[src/rtl/mem_port_arbiter.sv]
// Arbiter sharing one single-port memory between the fetch port and the load/store port.
// Data requests win, but a pending fetch is served after DATA_BURST data grants. Stalled accesses time out.
module mem_port_arbiter #(
    parameter int unsigned DATA_BURST = 4,
    parameter int unsigned TIMEOUT    = 15,
    parameter logic [31:0] ABORT_DATA = 32'hDEADBEEF
) (
    input  logic        clock,
    input  logic        reset,
    input  logic        if_req,
    input  logic [31:0] if_addr,
    output logic [31:0] if_rdata,
    output logic        if_valid,
    output logic        stall_if,
    input  logic        mem_rd,
    input  logic        mem_wr,
    input  logic [31:0] mem_addr,
    input  logic [31:0] mem_wdata,
    output logic [31:0] mem_rdata,
    output logic        mem_valid,
    output logic        stall_mem,
    output logic        ram_en,
    output logic        ram_we,
    output logic [31:0] ram_addr,
    output logic [31:0] ram_wdata,
    input  logic [31:0] ram_rdata,
    input  logic        ram_ready,
    output logic        bus_err
);
    localparam int BURST_W = $clog2(DATA_BURST + 1);
    localparam int WAIT_W  = $clog2(TIMEOUT + 1);

    typedef enum logic [1:0] {IDLE, IF_ACC, DATA_ACC} state_t;

    state_t               state, state_nxt;
    logic [BURST_W-1:0]   burst_cnt, burst_nxt;
    logic [WAIT_W-1:0]    wait_cnt;
    logic [31:0]          lat_addr, lat_wdata;
    logic                 lat_we;
    logic                 access, timeout_hit, done, arb;
    logic                 data_req, grant_if, grant_data;

    assign access      = (state != IDLE);
    assign timeout_hit = access && !ram_ready && (wait_cnt == WAIT_W'(TIMEOUT - 1));
    assign done        = access && (ram_ready || timeout_hit);
    assign arb         = (state == IDLE) || done;
    assign data_req    = mem_rd | mem_wr;

    always_comb begin
        state_nxt  = state;
        burst_nxt  = burst_cnt;
        grant_if   = 1'b0;
        grant_data = 1'b0;
        if (arb) begin
            if (if_req && (!data_req || burst_cnt == BURST_W'(DATA_BURST))) begin
                state_nxt = IF_ACC;
                grant_if  = 1'b1;
                burst_nxt = '0;
            end else if (data_req) begin
                state_nxt  = DATA_ACC;
                grant_data = 1'b1;
                // Only data grants that make a fetch wait count toward the burst limit.
                burst_nxt  = if_req ? burst_cnt + 1'b1 : '0;
            end else begin
                state_nxt = IDLE;
                burst_nxt = '0;
            end
        end
    end

    always_ff @(posedge clock or negedge reset) begin
        if (!reset) begin
            state     <= IDLE;
            burst_cnt <= '0;
            wait_cnt  <= '0;
            lat_addr  <= '0;
            lat_wdata <= '0;
            lat_we    <= 1'b0;
            if_valid  <= 1'b0;
            mem_valid <= 1'b0;
            if_rdata  <= '0;
            mem_rdata <= '0;
            bus_err   <= 1'b0;
        end else begin
            state     <= state_nxt;
            burst_cnt <= burst_nxt;
            if_valid  <= done && (state == IF_ACC);
            mem_valid <= done && (state == DATA_ACC);

            if (done && state == IF_ACC)
                if_rdata <= timeout_hit ? ABORT_DATA : ram_rdata;
            if (done && state == DATA_ACC && !lat_we)
                mem_rdata <= timeout_hit ? ABORT_DATA : ram_rdata;
            if (timeout_hit)
                bus_err <= 1'b1;

            if (arb)
                wait_cnt <= '0;
            else if (!ram_ready)
                wait_cnt <= wait_cnt + 1'b1;

            // A simultaneous read and write is treated as a write.
            if (grant_if) begin
                lat_addr  <= if_addr;
                lat_wdata <= '0;
                lat_we    <= 1'b0;
            end else if (grant_data) begin
                lat_addr  <= mem_addr;
                lat_wdata <= mem_wdata;
                lat_we    <= mem_wr;
            end
        end
    end

    assign ram_en    = access;
    assign ram_we    = access && lat_we;
    assign ram_addr  = lat_addr;
    assign ram_wdata = lat_wdata;
    assign stall_if  = if_req & ~if_valid;
    assign stall_mem = (mem_rd | mem_wr) & ~mem_valid;

endmodule
[config.mk]
export PLATFORM = sky130hd
export DESIGN_NAME = mem_port_arbiter
export DESIGN_NICKNAME = d
export VERILOG_FILES = /design/src/rtl/mem_port_arbiter.sv
export SDC_FILE = /design/constraint.sdc
export NUM_CORES = 1
export LEC_CHECK = 0
export BUFFER_PORTS_ARGS = -buffer_cell sky130_fd_sc_hd__buf_2
export CORE_MARGIN = 10
export CORE_UTILIZATION = 41
export CTS_CLUSTER_DIAMETER = 200
export CTS_CLUSTER_SIZE = 28
export DETAILED_ROUTE_END_ITERATION = 7
export GPL_ROUTABILITY_DRIVEN = 0
export PLACE_DENSITY_LB_ADDON = 0.25
export SLEW_MARGIN = 10
export SYNTH_ARGS = -nofsm -noshare
export SYNTH_HDL_FRONTEND = slang
export SYNTH_SLANG_ARGS = --single-unit
[constraint.sdc]
create_clock -name clock -period 3 [get_ports clock]
set_input_delay 0.45 -clock clock [delete_from_list [all_inputs] [get_ports clock]]
set_output_delay 0.45 -clock clock [all_outputs]
set_load 0.1 [all_outputs]
# Yosys cells after proc, flatten, opt, wreduce, memory -nomap -nowiden
# Cells that the tools add are included.
[word_totals]
input_bits = 134
ff_bits = 141
elab_cells = 59
out_inout_bits = 135
[classes]
addsub = 2
reduce_logical = 17
n_eq_ne = 5
mux = 19
bitwise_logic = 5
[ops]
columns = ["operator", "count"]
rows = [
  ["32-bit two-way mux", 5],
  ["3-bit two-way mux", 3],
  ["1-bit logical AND", 8],
  ["4-bit two-way mux", 2],
  ["1-bit two-way mux", 7],
  ["4-bit by 1-bit adder with 4-bit output, second input constant", 1],
  ["4-bit == test, second input constant", 1],
  ["2-bit two-way mux", 2],
  ["2-bit nonzero test", 2],
  ["3-bit by 1-bit adder with 3-bit output, second input constant", 1],
  ["3-bit == test, second input constant", 1],
  ["1-bit zero test", 3],
  ["1-bit logical OR", 3],
  ["1-bit bitwise AND", 2],
  ["2-bit by 1-bit == test with 1-bit output, second input constant", 1],
  ["2-bit == test, second input constant", 1],
  ["2-bit zero test", 1],
  ["2-bit by 1-bit inequality test with 1-bit output, second input constant", 1],
  ["1-bit NOT", 2],
  ["1-bit bitwise OR", 1],
]

# Logic depth before layout (Yosys ltp)
# Gate-level depths: netlist of run 1.
[depth]
depth_word = 9
ltp_mapped = 7
depth_no_buf = 5

# Least setup slack after synthesis of run 1
# OpenSTA, ideal clock, no wires.
[synth_timing]
path_kind = "flip-flop to output port"
start = "register mem_valid"
end = "output port stall_mem"
path_stages_with_launch = 2
arrival_time_ns = 2.144
n_path_buf = 0
setup_slack_ns = 0.406
path_cell_list = "dfrtp_1 -> nor2_1"
[synth_between]
elab_chain_cells = 2
[synth_lines]
columns = ["element", "line_no", "source"]
rows = [
  ["from (decl)", "20", "output logic mem_valid,"],
  ["from (signal assigned)", "88", "mem_valid <= done && (state == DATA_ACC);"],
  ["1-bit NOT", "120", "assign stall_mem = (mem_rd | mem_wr) & ~mem_valid;"],
  ["1-bit bitwise AND", "120", ""],
  ["to (decl)", "21", "output logic stall_mem,"],
]
# No other way between the ends.

# Worst setup path in the final report of run 1
[layout_timing]
start = "register state[1]"
end = "output port ram_we"
[layout_between]
elab_chain_cells = 2
[layout_lines]
columns = ["element", "line_no", "source"]
rows = [
  ["from (decl)", "35", "state_t state, state_nxt;"],
  ["from (signal assigned)", "85", "state <= state_nxt;"],
  ["2-bit nonzero test", "43", "assign access = (state != IDLE);"],
  ["1-bit logical AND", "116", "assign ram_we = access && lat_we;"],
  ["to (decl)", "23", "output logic ram_we,"],
]
# No other way between the ends.

==> summary.md, run 1 <==
| Metric | Value |
|---|---|
| Num CTS Buffers | `17` |
| Top cell type's share of synthesized area | `a little under three fifths` |
| Root Driver | `clkbuf_16` |
| Synth cell types | `45` |
| Fmax | `418 MHz` |
| Flops & latches, synth | `141` |
| Multi-input gate area | `2250 µm²` |
| Hold crit path type | `input port to async pin` |
| Hold buffer count at CTS | `0` |
| Clk buf depth | `2` |
| Layout cells sized above 1 | `roughly two fifths` |
| Port bufs | `268` |
| # DRC | `0` |
| Ports | `around 270` |
| Largest net degree at the start of global routing | `71` |
| Worst-Margin Slew | `around 0.85 ns` |
| Pre-Repair DR Iteration Count | `4` |
| CTS resizes | `0` |
| Post-synth EDFFs | `0` |
| Final net count | `932` |
| Core Area | `15100 µm²` |
| Initial antenna violation count | `1` |
| Clock-pin slew on the worst setup and hold paths | `around 0.06 ns` |
| Row cnt | `45` |
| Met1 usage | `20.1%` |
| VDD IR max | `0.955 mV` |
| Synth Instances | `540` |
| Sequential fraction of the synthesis area | `55.8%` |
| Register area | `between 3000 and 4000 µm²` |
| Final Max Tran Viols | `0` |
| Clock period minus worst slack | `~2.4 ns` |
| Final hold viol count | `0` |
| Critical path endpoint category | `primary output` |
| Synth top area cells | `dfrtp_1 (56%), mux2i_1 (7.8%), a22o_1 (4.4%)` |
| Max-cap viol count | `0` |
| GR Layer Usage met3 | `5.61%` |
| Top_reg_cell synth | `dfrtp_1` |
| Yosys top cell by area | `dfrtp_1` |
| Number of DRC markers in iteration 0 | `237` |
| Final wirelength | `18500 µm` |
| CTS tree | `done` |
| Worst-path fanout max | `23` |
| Syn_nets | `678` |
| Clk_skew | `0.00932 ns` |
| GRT met2 Usage | `29.9%` |
| Initial Util | `41.7%` |
| Die Span X | `144 µm` |
| Clock sink total | `about 140` |
| Area grow syn2layout | `32.6%` |
| CTS H-tree lvls | `4` |
| Grt total ovfl | `0` |
| Post-synth top cells | `dfrtp_1 (141), inv_1 (71), mux2i_1 (49), nand2b_1 (33)` |
| Antenna-violating nets left | `0` |
| Most frequent cell after synthesis | `dfrtp_1` |
| RSZ-0062 raised after global routing | `no` |
| Worst-Skew Late Latency | `0.41 ns` |
| Tcrit/Tclk final | `between 70% and 80%` |
| Run status | `completed` |
| Post-CTS Setup Repair Bufs | `0` |
| Async SR Flop Fraction | `100%` |
| Setup TNS | `0 ns` |
| Post-DR wirelength/cell | `18.6 µm` |
| # setup viols final | `0` |
| Syn. warnings | `0` |
| Post-detailed-placement half-perimeter wirelength | `13600 µm` |
| DR vias/cell | `5.23` |
| Number of global-route vias before repair | `about 5600` |
| Crit Path Class | `flip-flop to primary output` |
| Die Height | `144 µm` |
| Vias | `5211` |
| Hold_ws | `between 0.03 and 0.04 ns` |
| Area of the die | `around 21000 µm²` |
| Power per cell area | `roughly 1200 nW/µm²` |
| Worst slew margin | `between 40% and 50%` |
| Mapped Avg Cell Area | `11.7 µm²` |
| Leakage power total | `between 4 and 5 nW` |
| First-pass GRT wire length | `29000 µm` |
| Fillers | `1323` |
| Worst path required time | `2.55 ns` |
| Arrival time worst endpoint | `between 1.5 and 2 ns` |
| Startpoint class of the critical path | `flip-flop` |
| Synthesized area | `6320 µm²` |
| Grt peak-use layer | `met2` |
| Global Route Usage Sum | `17.5%` |
-- cell families after synthesis --
logic type,count (synthesis),share of synthesized area (%)
adders and majority gates,4,0.792
and+or+nand+nor,77,7.64
DFF,141,55.8
xor gates and xnor gates,2,0.277
buffers and inverters,117,8.87
muxes,49,7.76
AOI/OAI and AO/OA,150,18.9
-- path summary, 6_finish.rpt --
kind / startpoint / endpoint / slack, ns / depth (start not counted)
max reg2reg: state[1]$_DFFE_PN0P_ / ram_wdata[22]$_DFFE_PN0P_ / 0.94 / 3
min reg2reg: wait_cnt[0]$_DFFE_PN0P_ / wait_cnt[0]$_DFFE_PN0P_ / 0.49 / 1
max: state[1]$_DFFE_PN0P_ / ram_we / 0.61 / 3
max in group asynchronous: reset / ram_addr[7]$_DFFE_PN0P_ / 2.21 / 2
min: reset / if_rdata[0]$_DFFE_PN0P_ / 0.04 / 1
min in group clock: mem_wdata[16] / ram_wdata[16]$_DFFE_PN0P_ / 0.25 / 2
-- through the flow --
stage	worst slack [ns]	area, µm²	std cells	power [W]	util, %
floorplan	0.406	6320	540	0.00726	-
global placement	0.767	7740	963	0.00816	51.1
detailed placement	0.645	7740	963	0.00823	51.1
CTS	0.596	8380	995	0.0105	55.3
global route	0.493	8390	996	0.0108	55.4
finish	0.607	8390	996	0.0104	55.4
-- critical path: stages, from the launching register on --
cell     delay [ns]
dfrtp_1        0.71
or2_2          0.24
and2_1         0.15
buf_2          0.43
-- layout make-up --
cell class	instances	area share [%]
Sequential cell	141	42.1
Multi-Input combinational cell	282	26.8
Timing Repair Buffer	281	17.5
Clock buffer	18	5.12
Inverter	71	3.18
Tap cell	188	2.81
Clock inverter	14	2.46
Antenna cell	1	0.0298
-- power by group --
part / internal, W / switching, W
combinational: 0.000802 / 0.00464
clock: 0.00141 / 0.000838
sequential: 0.00243 / 0.000305
total: 0.00464 / 0.00578
-- sequential cells by signal, indices dropped and copies added, names as in the netlist --
name and flops:
mem_rdata 32, mem_valid 1, ram_addr 32, if_valid 1, wait_cnt 4, burst_cnt 3
bus_err 1, if_rdata 32, ram_wdata 32, lat_we 1, state 2
-- routing by layer --
layer	wire length [µm]	vias up
met5	0	-
met4	432	0
li1	-	2431
met1	7180	2556
met3	1530	33
met2	9340	191
-- cell usage in the layout, fill, tap and decap left out, types with 11 or more instances in the layout --
cell / count
buf_2: 267
o32ai_1: 32
nand2b_1: 33
inv_1: 71
clkbuf_16: 17
mux2i_1: 49
a2bb2oi_1: 31
a22o_1: 32
buf_4: 11
a21oi_1: 24
dfrtp_1: 141
Power figures use the tool's default switching activity.
==> run 2: changes to the inputs <==
Clock period 3 ns to 2.12 ns, I/O delays scaled along.
==> run 2 against run 1 <==
Effect of this change:
- clock-buffer cell count grew 3
- critical path type unchanged
- core utilization increased by 0.65 points
- first-iteration DRC count up 6.8%
- critical endpoint unchanged
==> summary.md, run 2 (synthesis gave the netlist of run 1 again) <==
| Metric | Value |
|---|---|
| Run status | `completed` |
| Critical Path Max Stage Delay | `roughly 0.45 ns` |
| Worst-path fanout max | `9` |
| Clock period minus worst slack | `2.06 ns` |
| # setup viols final | `0` |
| Root Driver | `clkbuf_16` |
| Max stage delay cell, worst path | `dfrtp_2` |
| RSZ-0062 raised after global routing | `no` |
| Power per cell area | `1740 nW/µm²` |
| Row cnt | `45` |
| Post-layout util | `56.0%` |
| Cell with the most instances on the worst path | `buf_4` |
| Placed Area | `7840 µm²` |
| Total power draw | `0.0147 W` |
| VDD IR max | `1.10 mV` |
| Fillers | `1348` |
| Post-DR wirelength/cell | `about 19 µm` |
| Grt total ovfl | `0` |
| Die Span X | `144 µm` |
| Antenna-violating nets left | `0` |
| Arrival time worst endpoint | `1.74 ns` |
| Final wirelength | `between 15000 and 20000 µm` |
| CTS H-tree lvls | `4` |
| N_diodes | `0` |
| Critical path endpoint category | `primary output` |
| Largest net degree at the start of global routing | `between 40 and 50` |
| Post-CTS Setup Repair Bufs | `0` |
| Setup TNS | `0 ns` |
| Fmax | `485 MHz` |
| Crit Path Class | `flip-flop to primary output` |
| Ports | `between 200 and 300` |
| Area grow syn2layout | `34.2%` |
| Initial Util | `41.7%` |
| # DRC | `0` |
| Worst slew margin | `between 50% and 60%` |
| Worst path required time | `1.80 ns` |
| Port bufs | `268` |
| Max-cap viol count | `0` |
| Clk buf depth | `2` |
| Final hold viol count | `0` |
| Final instance area | `8480 µm²` |
| Initial antenna violation count | `0` |
| Most common cell after layout, fill and taps aside | `buf_2` |
| Number of DRC markers in iteration 0 | `253` |
| Vias | `5242` |
| Post-detailed-placement half-perimeter wirelength | `14100 µm` |
| Worst-Skew Late Latency | `0.41 ns` |
| First-pass GRT wire length | `approximately 30000 µm` |
| Critical Path, Cell by Cell | `buf_4, or2_2, and2_2, buf_4` |
| Pre-Repair DR Iteration Count | `4` |
| Startpoint class of the critical path | `flip-flop` |
| Core Area | `between 15000 and 20000 µm²` |
| Layout cells sized above 1 | `41.2%` |
| Hold crit path type | `input port to flip-flop` |
| Num CTS Buffers | `17` |
| Worst-Margin Slew | `0.625 ns` |
| CTS tree | `done` |
| Die Height | `144 µm` |
| Area of the die | `about 21000 µm²` |
| Clock sink total | `141` |
| Commonest non-fill, non-tap cells in the layout | `buf_2 (265), dfrtp_1 (140), inv_1 (71)` |
| Global Route Usage Sum | `18.2%` |
| Number of global-route vias before repair | `5724` |
| Final Max Tran Viols | `0` |
| Final net count | `roughly 940` |
| Clk_skew | `about 0.011 ns` |
| DR vias/cell | `5.24` |
| Tcrit/Tclk final | `97.2%` |
| Leakage power total | `around 4.2 nW` |
| Clock-pin slew on the worst setup and hold paths | `approximately 0.060 ns` |
## run 2: changes by cell type in the layout (fill, tap and decap cells not counted), moves of 2 or more
cell	change
nor2_2	+2
clkinvlp_4	-2
clkinv_2	+2
buf_12	+4
nor2_1	-2
clkbuf_8	+2
buf_4	+4
inv_6	-4
buf_2	-2
## run 2: final timing paths
| check | from | to | slack (ns) | cells past startpoint |
|---|---|---|---|---|
| max | state[0]$_DFFE_PN0P_ | ram_we | 0.06 | 4 |
| min | mem_wdata[13] | ram_wdata[13]$_DFFE_PN0P_ | 0.13 | 2 |
| max reg2reg | wait_cnt[0]$_DFFE_PN0P_ | mem_rdata[6]$_DFFE_PN0P_ | 0.21 | 5 |
| min reg2reg | bus_err$_DFFE_PN0P_ | bus_err$_DFFE_PN0P_ | 0.49 | 1 |
| max in group asynchronous | reset | ram_wdata[19]$_DFFE_PN0P_ | 1.04 | 3 |
| min in group asynchronous | reset | ram_wdata[21]$_DFFE_PN0P_ | 0.38 | 2 |
## run 2: routing by layer
| layer | vias up | track usage (%) | part of all wire [%] |
|---|---|---|---|
| li1 | 2444 | - | - |
| met1 | 2602 | 20.2 | 39 |
| met2 | 171 | 32.4 | 52 |
| met3 | 25 | 5.08 | 6.8 |
| met4 | 0 | 6.70 | 2.0 |
| met5 | - | 0 | 0 |
## run 2: what timing repair did
| action | CTS | global route |
|---|---|---|
| endpoints found under the setup margin | 1 | 28 |
| endpoints found under the hold margin | 34 | 0 |
| hold buffers | 1 | 0 |
| resized for setup | 1 | 2 |
## run 2: area by class of cell
| type | count | area (µm²) | share of cell area, % |
|---|---|---|---|
| Sequential cell | 141 | 3530 | 41.6 |
| Clock buffer | 21 | 460 | 5.43 |
| Tap cell | 188 | 235 | 2.77 |
| Clock inverter | 10 | 164 | 1.93 |
| Timing Repair Buffer | 288 | 1580 | 18.6 |
| Inverter | 71 | 267 | 3.14 |
| Multi-Input combinational cell | 282 | 2250 | 26.5 |
## run 2: per-stage QoR
step	std cells	hold slack (ns)	setup slack, ns
5_1_grt	1001	0.106	0.000374
3_5_place_dp	969	0.248	0.0378
3_3_place_gp	969	0.241	0.131
2_1_floorplan	540	0.0224	0.111
6_report	1001	0.127	0.0586
4_1_cts	1001	0.108	0.0166
## run 2: worst max-delay path: cells and delay by family, from the launching register on
family	cells	cell delay, ns
flip-flops	1	0.45
buffers and inverters	2	0.41
AND/OR/NAND/NOR	2	0.48
## run 2: where the power goes
part / switching [W] / internal, W / total (W)
logic: 0.00657 / 0.00116 / 0.00773
clock network: 0.00110 / 0.00203 / 0.00313
registers: 0.000435 / 0.00343 / 0.00387
total: 0.00811 / 0.00662 / 0.0147
==> run 3: changes to the inputs <==
Settings changed: CORE_UTILIZATION 41 to 30.
==> run 3 against run 2 <==
Effect of this change:
- global-route usage fell by 3.9 points
- sequential power barely moved
- hold slack got worse by 0.0088 ns
- combinational power is essentially flat
- worst setup slack better by 0.045 ns
- register-to-register slack gained 0.04 ns
- non-clock buffer count rose by 3
==> summary.md, run 3 (synthesis gave the netlist of run 1 again) <==
| Metric | Value |
|---|---|
| Initial Util | `a little under a third` |
| Final non-filler cell total | `1092` |
| # setup viols final | `0` |
| Dpl cells | `roughly 1100` |
| Clk buf depth | `2` |
| Worst-Skew Late Latency | `0.41 ns` |
| Post-detailed-placement half-perimeter wirelength | `14500 µm` |
| Commonest non-fill, non-tap cells in the layout | `buf_2 (266), dfrtp_1 (141), inv_1 (71)` |
| Buf+Inv Stages, Crit Path | `1` |
| Met1 usage | `a little under a fifth` |
| Clock period minus worst slack | `2.02 ns` |
| Critical Path Max Stage Delay | `about 0.46 ns` |
| First-pass GRT wire length | `30600 µm` |
| Clock-pin slew on the worst setup and hold paths | `~0.070 ns` |
| CTS H-tree lvls | `4` |
| Core Area | `around 21000 µm²` |
| Row cnt | `53` |
| Power per cell area | `~1700 nW/µm²` |
| Port bufs | `268` |
| # DRC | `0` |
| Grt total ovfl | `0` |
| Fmax | `496 MHz` |
| Arrival time worst endpoint | `1.70 ns` |
| Clk_skew | `around 0.011 ns` |
| Ports | `269` |
| Tcrit/Tclk final | `95.1%` |
| Pre-Repair DR Iteration Count | `4` |
| Worst-path fanout max | `8` |
| Max-cap viol count | `0` |
| CTS tree | `done` |
| Crit Path Class | `flip-flop to primary output` |
| Area of the die | `27300 µm²` |
| Area grow syn2layout | `35.5%` |
| Critical path endpoint category | `primary output` |
| Die Span X | `roughly 170 µm` |
| GR Layer Usage met3 | `4.34%` |
| Run status | `completed` |
| Final Max Tran Viols | `0` |
| Grt peak-use layer | `met2` |
| Critical Path, Cell by Cell | `or2_2, and2_2, buf_2` |
| Vias | `5093` |
| Worst path required time | `1.80 ns` |
| Post-CTS Setup Repair Bufs | `0` |
| Clock sink total | `141` |
| Leakage power total | `4.18 nW` |
| Number of DRC markers in iteration 0 | `296` |
| Final net count | `942` |
| Largest net degree at the start of global routing | `slightly below 60` |
| Worst slew margin | `61.7%` |
| VDD IR max | `0.728 mV` |
| Global Route Usage Sum | `14.3%` |
| Num CTS Buffers | `17` |
| Initial antenna violation count | `0` |
| Final wirelength | `19900 µm` |
| Antenna-violating nets left | `0` |
| RSZ-0062 raised after global routing | `no` |
| Crit path max-delay family | `simple AND/OR/NAND/NOR gates` |
| Max stage delay cell, worst path | `dfrtp_1` |
| Number of global-route vias before repair | `5471` |
| Setup TNS | `0 ns` |
| GRT met2 Usage | `approximately 22%` |
| Startpoint class of the critical path | `flip-flop` |
| Final hold viol count | `0` |
| Die Height | `~170 µm` |
| Post-DR wirelength/cell | `18.2 µm` |
| DR vias/cell | `~4.7` |
| Root Driver | `clkbuf_16` |
| N_diodes | `0` |
| Layout cells sized above 1 | `between 40% and 50%` |
| Hold crit path type | `input port to flip-flop` |
| Most common cell after layout, fill and taps aside | `buf_2` |
| Worst-Margin Slew | `0.574 ns` |
[run 3: repair_timing]
| item | 4_1_cts | 5_1_grt |
|---|---|---|
| resized for setup | 0 | 0 |
| hold buffers | 1 | 0 |
| hold endpoints to repair | 54 | 0 |
[run 3: area by class of cell]
class	instances	area, µm²
Clock buffer	19	433
Clock inverter	13	109
Fill cell	2059	12300
Inverter	71	267
Multi-Input combinational cell	282	2250
Sequential cell	141	3530
Tap cell	275	344
Timing Repair Buffer	291	1640
[run 3: worst register-to-register path, delay by kind of cell, from the launching register on]
kind	cells	cell delay, ns
and+or+nand+nor	1	0.24
AOI/OAI and AO/OA	1	0.13
buffers and inverters	2	0.50
DFF	1	0.41
muxes	1	0.31
adders and majority gates	1	0.20
[run 3: path summary, 6_finish.rpt]
path,slack [ns],start,endpoint,cells past startpoint
max,0.10,state[1]$_DFFE_PN0P_,ram_we,3
min,0.12,mem_wdata[22],ram_wdata[22]$_DFFE_PN0P_,2
max reg2reg,0.25,wait_cnt[0]$_DFFE_PN0P_,mem_rdata[16]$_DFFE_PN0P_,6
min reg2reg,0.49,bus_err$_DFFE_PN0P_,bus_err$_DFFE_PN0P_,1
max in group asynchronous,1.04,reset,ram_addr[1]$_DFFE_PN0P_,3
min in group asynchronous,0.46,reset,if_rdata[29]$_DFFE_PN0P_,2
[run 3: power by group]
group / total (W) / internal, W / switching [W]
clock network: 0.00279 / 0.00152 / 0.00126
logic: 0.00776 / 0.00118 / 0.00658
registers: 0.00385 / 0.00343 / 0.000424
total: 0.0144 / 0.00613 / 0.00826
[run 3: layer usage]
metal  part of all wire [%]  routed length (µm)
met5                      0                   0
met4                    1.3                 260
met3                    8.2                1640
met2                     47                9260
met1                     44                8720
[run 3: stage by stage]
stage | utilization, % | power, W | instance area [µm²] | hold slack (ns) | setup WS, ns
2_1_floorplan | - | 0.0103 | 6330 | 0.0224 | 0.111
3_3_place_gp | 38.4 | 0.0117 | 8010 | 0.338 | 0.326
3_5_place_dp | 38.4 | 0.0117 | 8010 | 0.340 | 0.259
4_1_cts | 41.0 | 0.0146 | 8560 | 0.0976 | 0.0687
5_1_grt | 41.0 | 0.0150 | 8560 | 0.0979 | 0.0136
6_report | 41.0 | 0.0144 | 8560 | 0.118 | 0.104
